<file path="config.mk">
export PLATFORM = sky130hd
export DESIGN_NAME = firebird7_in_gate1_tessent_tdr_w3_ctl
export DESIGN_NICKNAME = d
export VERILOG_FILES = /design/src/rtl/firebird7_in_gate1_tessent_tdr_pkg.sv /design/src/rtl/firebird7_in_gate1_tessent_tdr_w3_ctl.sv
export SDC_FILE = /design/constraint.sdc
export NUM_CORES = 1
export LEC_CHECK = 0
export CAP_MARGIN = 20
export CORE_AREA = 2 2 39 41
export CTS_BUF_LIST = sky130_fd_sc_hd__clkbuf_2
export DETAILED_ROUTE_END_ITERATION = 10
export DIE_AREA = 0 0 41 43
export PLACE_DENSITY = 0.67
export SYNTH_ARGS = -nofsm -noshare
export SYNTH_HDL_FRONTEND = slang
export SYNTH_SLANG_ARGS = --single-unit
</file>
<file path="constraint.sdc">
create_clock -name ijtag_tck -period 2.18 [get_ports ijtag_tck]
set_clock_uncertainty 0.2 [all_clocks]
set_input_delay 0.218 -clock ijtag_tck [delete_from_list [all_inputs] [get_ports ijtag_tck]]
set_output_delay 0.218 -clock ijtag_tck [all_outputs]
set_load 0.005 [all_outputs]
</file>
<file path="src/rtl/firebird7_in_gate1_tessent_tdr_pkg.sv">
// Shared definitions for the gate1 IJTAG override-control TDRs.
package firebird7_in_gate1_tessent_tdr_pkg;

  // Override data width of the w3 control TDR
  localparam int TDR_W3_WIDTH = 3;

  // Field positions inside the w3 shift register (select | sticky | data)
  localparam int SEL_BIT    = TDR_W3_WIDTH + 1;
  localparam int STICKY_BIT = TDR_W3_WIDTH;
  localparam int DATA_LSB   = 0;

  // Update register contents: the fields that leave this block toward the mux
  typedef struct packed {
    logic                    sel;
    logic [TDR_W3_WIDTH-1:0] data;
  } tdr_ur_t;

endpackage

</file>
<file path="src/rtl/firebird7_in_gate1_tessent_tdr_w3_ctl.sv">
// Gate1 IJTAG TDR driving the control side of a 3-bit data override mux.
// Shift/update pair generates select and data for the mux; capture reads the
// mux output back and a sticky flag records any override readback mismatch.
module firebird7_in_gate1_tessent_tdr_w3_ctl
  import firebird7_in_gate1_tessent_tdr_pkg::*;
#(
  parameter int               WIDTH      = TDR_W3_WIDTH,
  parameter logic [WIDTH-1:0] DATA_RESET = '0
) (
  input  logic             ijtag_tck,
  input  logic             ijtag_reset,
  input  logic             ijtag_sel,
  input  logic             ijtag_ce,
  input  logic             ijtag_se,
  input  logic             ijtag_ue,
  input  logic             ijtag_si,
  output logic             ijtag_so,
  input  logic [WIDTH-1:0] observe_data,
  output logic             ijtag_select,
  output logic [WIDTH-1:0] ijtag_data_in,
  output logic             mismatch
);

  // Field positions scale with WIDTH; they match the package constants at WIDTH=3
  localparam int SR_W       = WIDTH + 2;
  localparam int SR_SEL     = WIDTH + 1;
  localparam int SR_STICKY  = WIDTH;

  logic [SR_W-1:0]  sr_q, sr_d;
  logic             ur_sel_q, ur_sel_d;
  logic [WIDTH-1:0] ur_data_q, ur_data_d;
  logic             mismatch_q, mismatch_d;

  logic do_capture, do_shift, do_update;
  logic mismatch_set;
  logic mismatch_next;

  // Event decode: capture beats shift, update is independent; nothing acts while deselected
  always_comb begin
    do_capture    = ijtag_sel & ijtag_ce;
    do_shift      = ijtag_sel & ijtag_se & ~ijtag_ce;
    do_update     = ijtag_sel & ijtag_ue;
    mismatch_set  = do_capture & ur_sel_q & (observe_data != ur_data_q);
    mismatch_next = mismatch_q | mismatch_set;
  end

  // Shift register next state: capture loads select/sticky/observed data, shift moves toward SO
  always_comb begin
    sr_d = sr_q;
    if (do_capture) begin
      sr_d[SR_SEL]      = ur_sel_q;
      sr_d[SR_STICKY]   = mismatch_next;
      sr_d[WIDTH-1:0]   = observe_data;
    end else if (do_shift) begin
      sr_d = {ijtag_si, sr_q[SR_W-1:1]};
    end
  end

  // Update register next state: takes the pre-edge SR select and data fields
  always_comb begin
    ur_sel_d  = ur_sel_q;
    ur_data_d = ur_data_q;
    if (do_update) begin
      ur_sel_d  = sr_q[SR_SEL];
      ur_data_d = sr_q[WIDTH-1:0];
    end
  end

  // Sticky mismatch: set wins over write-1-to-clear from an update with the sticky bit high
  always_comb begin
    mismatch_d = mismatch_q;
    if (mismatch_set) begin
      mismatch_d = 1'b1;
    end else if (do_update && sr_q[SR_STICKY]) begin
      mismatch_d = 1'b0;
    end
  end

  // Shift register flops
  always_ff @(posedge ijtag_tck or posedge ijtag_reset) begin
    if (ijtag_reset) begin
      sr_q <= '0;
    end else begin
      sr_q <= sr_d;
    end
  end

  // Update register flops
  always_ff @(posedge ijtag_tck or posedge ijtag_reset) begin
    if (ijtag_reset) begin
      ur_sel_q  <= 1'b0;
      ur_data_q <= DATA_RESET;
    end else begin
      ur_sel_q  <= ur_sel_d;
      ur_data_q <= ur_data_d;
    end
  end

  // Sticky mismatch flop
  always_ff @(posedge ijtag_tck or posedge ijtag_reset) begin
    if (ijtag_reset) begin
      mismatch_q <= 1'b0;
    end else begin
      mismatch_q <= mismatch_d;
    end
  end

  // All outputs come straight from flops
  always_comb begin
    ijtag_so      = sr_q[0];
    ijtag_select  = ur_sel_q;
    ijtag_data_in = ur_data_q;
    mismatch      = mismatch_q;
  end

endmodule

</file>
### After elaboration in Yosys (flattened, before gate mapping)

Index checks and enable logic that the tools add are counted.

| word-level totals | value |
|---|---|
| register bits | 10 |
| input port bits | 10 |
| output and inout port bits | 6 |
| logic and storage cells | 20 |

| operators by class | value |
|---|---|
| equality and inequality tests | 1 |
| muxes and demuxes | 4 |
| bitwise operators | 8 |
| reduce and logical (&&, ||, !) cells | 3 |

Operators by type and width:

| cell | number |
|---|---|
| two-way mux 5 bit | 2 |
| AND 1 bit | 6 |
| nonzero test 2 bit | 2 |
| inequality test 3 bit | 1 |
| two-way mux 1 bit | 2 |
| logical AND 1 bit | 1 |
| inverter 1 bit | 1 |
| OR 1 bit | 1 |

### Longest topological paths before layout

| depth | value |
|---|---|
| depth after elaboration | 5 |
| gate-level depth with buffers | 4 |
| depth with buffers taken out | 3 |

### Least setup slack after synthesis

No wires, ideal clock.

| timing | value |
|---|---|
| path kind | reg2reg |
| start | register ur_data_q[2], in the netlist ijtag_data_in[2] |
| end | register sr_q[3] |
| library setup time | 0.128 ns |
| arrival | 0.780 ns |
| required time | 1.852 ns |
| slack | 1.072 ns |
| cell stages (with the launch flop) | 4 |
| path buffers | 0 |
| period minus slack after synthesis | 1.108 ns |
| cells stage by stage | dfrtp_1 > xnor2_1 > a31oi_1 > nand3b_1 |

| between the ends | value |
|---|---|
| word-level cells in the longest chain between the ends | 4 |

RTL lines:

| element | RTL line | source |
|---|---|---|
| from (decl) | firebird7_in_gate1_tessent_tdr_w3_ctl.sv:31 | `logic [WIDTH-1:0] ur_data_q, ur_data_d;` |
| from (signal assigned) | firebird7_in_gate1_tessent_tdr_w3_ctl.sv:95 | `ur_data_q <= ur_data_d;` |
| inequality test 3 bit | firebird7_in_gate1_tessent_tdr_w3_ctl.sv:43 | `mismatch_set = do_capture & ur_sel_q & (observe_data != ur_data_q);` |
| AND 1 bit | firebird7_in_gate1_tessent_tdr_w3_ctl.sv:43 |  |
| OR 1 bit | firebird7_in_gate1_tessent_tdr_w3_ctl.sv:44 | `mismatch_next = mismatch_q \| mismatch_set;` |
| two-way mux 5 bit | firebird7_in_gate1_tessent_tdr_w3_ctl.sv:50 | `if (do_capture) begin` |
| to (signal assigned) | firebird7_in_gate1_tessent_tdr_w3_ctl.sv:84 | `sr_q <= sr_d;` |
| to (decl) | firebird7_in_gate1_tessent_tdr_w3_ctl.sv:29 | `logic [SR_W-1:0] sr_q, sr_d;` |

No other way between the ends.
A chain may end at the register's enable or synchronous reset.

### Worst setup path in the final report

| timing | value |
|---|---|
| start | register ur_data_q[0], in the netlist ijtag_data_in[0] |
| end | output port ijtag_data_in[0] |

RTL lines:

| element | RTL line | source |
|---|---|---|
| to (decl) | firebird7_in_gate1_tessent_tdr_w3_ctl.sv:20 | `output logic [WIDTH-1:0] ijtag_data_in,` |

No word-level cell between the ends.

==> flow_metrics.env <==
export IMPL_grt_met3_usage=0.04712
export IMPL_cp_top_family="buffers and inverters"
export IMPL_arrival_ps=1160
export IMPL_clockPowerShare=0.184
export IMPL_hpwl_um=750.9
export IMPL_cp_endpoint="ijtag_data_in[0]"
export IMPL_grt_util_met1=0.2014
export IMPL_synthCells=40
export IMPL_r2r_start="ijtag_data_in[0]"
export IMPL_area_growth_pct=34.26
export IMPL_slowest_stage="clkdlybuf4s50_1"
export IMPL_muxShareOfSynthArea=0.09068
export IMPL_yosys_area_share_simple=0.09068
export IMPL_max_freq_ghz=0.6325
export IMPL_port_buffers=15
export IMPL_crit_start="ijtag_data_in[0]"
export IMPL_fp_dieH_um=43
export IMPL_syn_nets=50
export IMPL_critical_path_cell_count=1
export IMPL_cts_repair_resized=0
export IMPL_antennaDiodeCount=0
export IMPL_drtAntennaViolNets=0
export IMPL_rsz0062_at_grt="no"
export IMPL_min_period_ps=1581
export IMPL_grt_pass1_wl_um=1635
export IMPL_cts_sinks=10
export IMPL_die_x_um=41
export IMPL_grt_max_degree=12
export IMPL_synth_top_family_by_area="compound AO/OA/AOI/OAI gates"
export IMPL_drc=0
export IMPL_drt_first_iter_violations=3
export IMPL_cts_made_buffers=3
export IMPL_viasPerCell=5.151
export IMPL_p_seq_frac=0.499
export IMPL_synth_compound_area_share=0.2166
export IMPL_swShare=0.2870
export IMPL_ir_drop_v=0.0004308
export IMPL_die_area_um2=1763
export IMPL_synth_cell_types=17
export IMPL_crit_buf_inv=1
export IMPL_worstMarginPinSlew_ps=390.3
export IMPL_use_met2=0.1875
export IMPL_routabilityCongestion=0.7256
export IMPL_firstDrtPassIters=2
export IMPL_synth_xor_area_frac=0.05290
export IMPL_power_density_nw_per_um2=826.9
export IMPL_final_cell_mix="15 x clkdlybuf4s50_1, 10 x dfrtp_1, 8 x a22o_1"
export IMPL_crit_fanout=3
export IMPL_reg2reg_slack_ps=970
export IMPL_period_share=0.7253
export IMPL_coreArea_um2=1384
export IMPL_initial_core_util=0.3590
export IMPL_htreeDepth=1
export IMPL_drive_gt1_frac=0.1579
export IMPL_dp_cells=69
export IMPL_busiest_layer="met1"
export IMPL_synth_seq_cells=10
export IMPL_net_switching_power_mw=0.1582
export IMPL_r2r_end="sr_q[3]"
export IMPL_gr_usage_all_layers=0.1462
export IMPL_antenna_found_initial=0
export IMPL_finalPower_mw=0.5515
export IMPL_wl_per_cell_um=13.73
export IMPL_layout_commonest_cell="clkdlybuf4s50_1"
export IMPL_syn_area_um2=496.7
export IMPL_syn_avg_cell_area_um2=12.42
export IMPL_ys_seq_area_frac=0.5038
export IMPL_cap_violations=0
export IMPL_outcome="finished, final reports clean"
export IMPL_finalSetupTns_ps=0
export IMPL_drv_slew=0
export IMPL_clk_pin_slew_ps=100
export IMPL_cp_data_required_time_ps=1760
export IMPL_hp_class="in2async"
export IMPL_grt_pass1_vias=363
export IMPL_leakage_nw=0.2893
export IMPL_synthAdderAreaFrac=0
export IMPL_holdBufCountCts=0
export IMPL_combPwrFrac=0.317
export IMPL_synth_warnings=0
export IMPL_worst_setup_path_end_kind="output pin"
export IMPL_rows=14
export IMPL_final_cells=73
export IMPL_cts_max_path_buffers=2
export IMPL_num_io_pins=16
export IMPL_post_cts_buffers=0
export IMPL_finalHoldViolCount=0
export IMPL_nNetsFinal=68
export IMPL_crit_chain="clkdlybuf4s50_1"
export IMPL_clkLatencyLatePin_ps=250
export IMPL_utilization=0.4819
export IMPL_path_class="reg2out"
export IMPL_r2r_cells=3
export IMPL_crit_path_max_incr_delay_ps=520
export IMPL_via_count=376
export IMPL_globalRouteOverflowTotal=0
export IMPL_startpoint_type="flop"
export IMPL_max_slew_margin=0.7395
export IMPL_internal_power_mw=0.3932
export IMPL_cts_tree="built"
export IMPL_wl_um=1002
export IMPL_hold_slack_ps=33.24
export IMPL_setup_viol=0
export IMPL_cts_root_buf="clkbuf_2"
## how the worst min path moves through the flow
stage                            from               end  cells after the start
after floorplan           ijtag_reset  ijtag_data_in[0]                      1
after global placement       mismatch          mismatch                      1
after detailed placement     mismatch          mismatch                      1
after CTS                 ijtag_reset           sr_q[0]                      2
after global routing      ijtag_reset           sr_q[1]                      2
final                     ijtag_reset           sr_q[1]                      2
## layout make-up
| class | instances | area (um2) |
|---|---|---|
| timing repair buffer | 15 | 150.1 |
| sequential | 10 | 250.2 |
| fill | 138 | 716.9 |
| multi-input combinational | 27 | 224.0 |
| tap | 16 | 20.02 |
| clock buffer | 3 | 15.01 |
| inverter | 1 | 3.754 |
| clock inverter | 1 | 3.754 |
## per-stage QoR
stage	area (um2)	worst slack, ps
2_1_floorplan	496.7	1072
3_3_place_gp	648.1	373.9
3_5_place_dp	648.1	404.0
4_1_cts	666.9	560.7
5_1_grt	666.9	513.9
6_report	666.9	598.9
## kinds of logic after synthesis
| family | Yosys count |
|---|---|
| and+or+nand+nor | 7 |
| DFF | 10 |
| AOI/OAI and AO/OA | 13 |
| buffers and inverters | 3 |
| xor gates and xnor gates | 3 |
| muxes | 4 |
## flip-flops by register name, indices dropped and copies added, names as in the netlist
| register | count |
|---|---|
| mismatch | 1 |
| ijtag_select | 1 |
| sr_q | 5 |
| ijtag_data_in | 3 |
## routing by layer
| layer | up-vias | part of all wire |
|---|---|---|
| met5 | - | 0 |
| met4 | 0 | 0.014 |
| met3 | 2 | 0.048 |
| met2 | 10 | 0.46 |
| met1 | 182 | 0.48 |
| li1 | 182 | - |
## synthesized netlist by cell type, drive strengths merged
master / instances / area share
dfrtp: 10 / 0.50
a22o: 8 / 0.14
mux2: 4 / 0.091
xnor2: 3 / 0.053
a31oi: 2 / 0.025
buf: 2 / 0.038
nand3: 2 / 0.020
nor2b: 2 / 0.040
a21o: 1 / 0.015
a32oi: 1 / 0.018
inv: 1 / 0.0075
nand2: 1 / 0.0075
nand3b: 1 / 0.015
nor2: 1 / 0.0075
o21ai: 1 / 0.018
## power by group through the flow
stage	clock network, mW	registers (mW)	logic [mW]
finish	0.102	0.275	0.175
global route	0.121	0.281	0.192
CTS	0.109	0.276	0.178
detailed placement	0	0.280	0.176
global placement	0	0.280	0.176
floorplan	0	0.273	0.0878
Note: power is estimated with default switching activity, not from simulation.
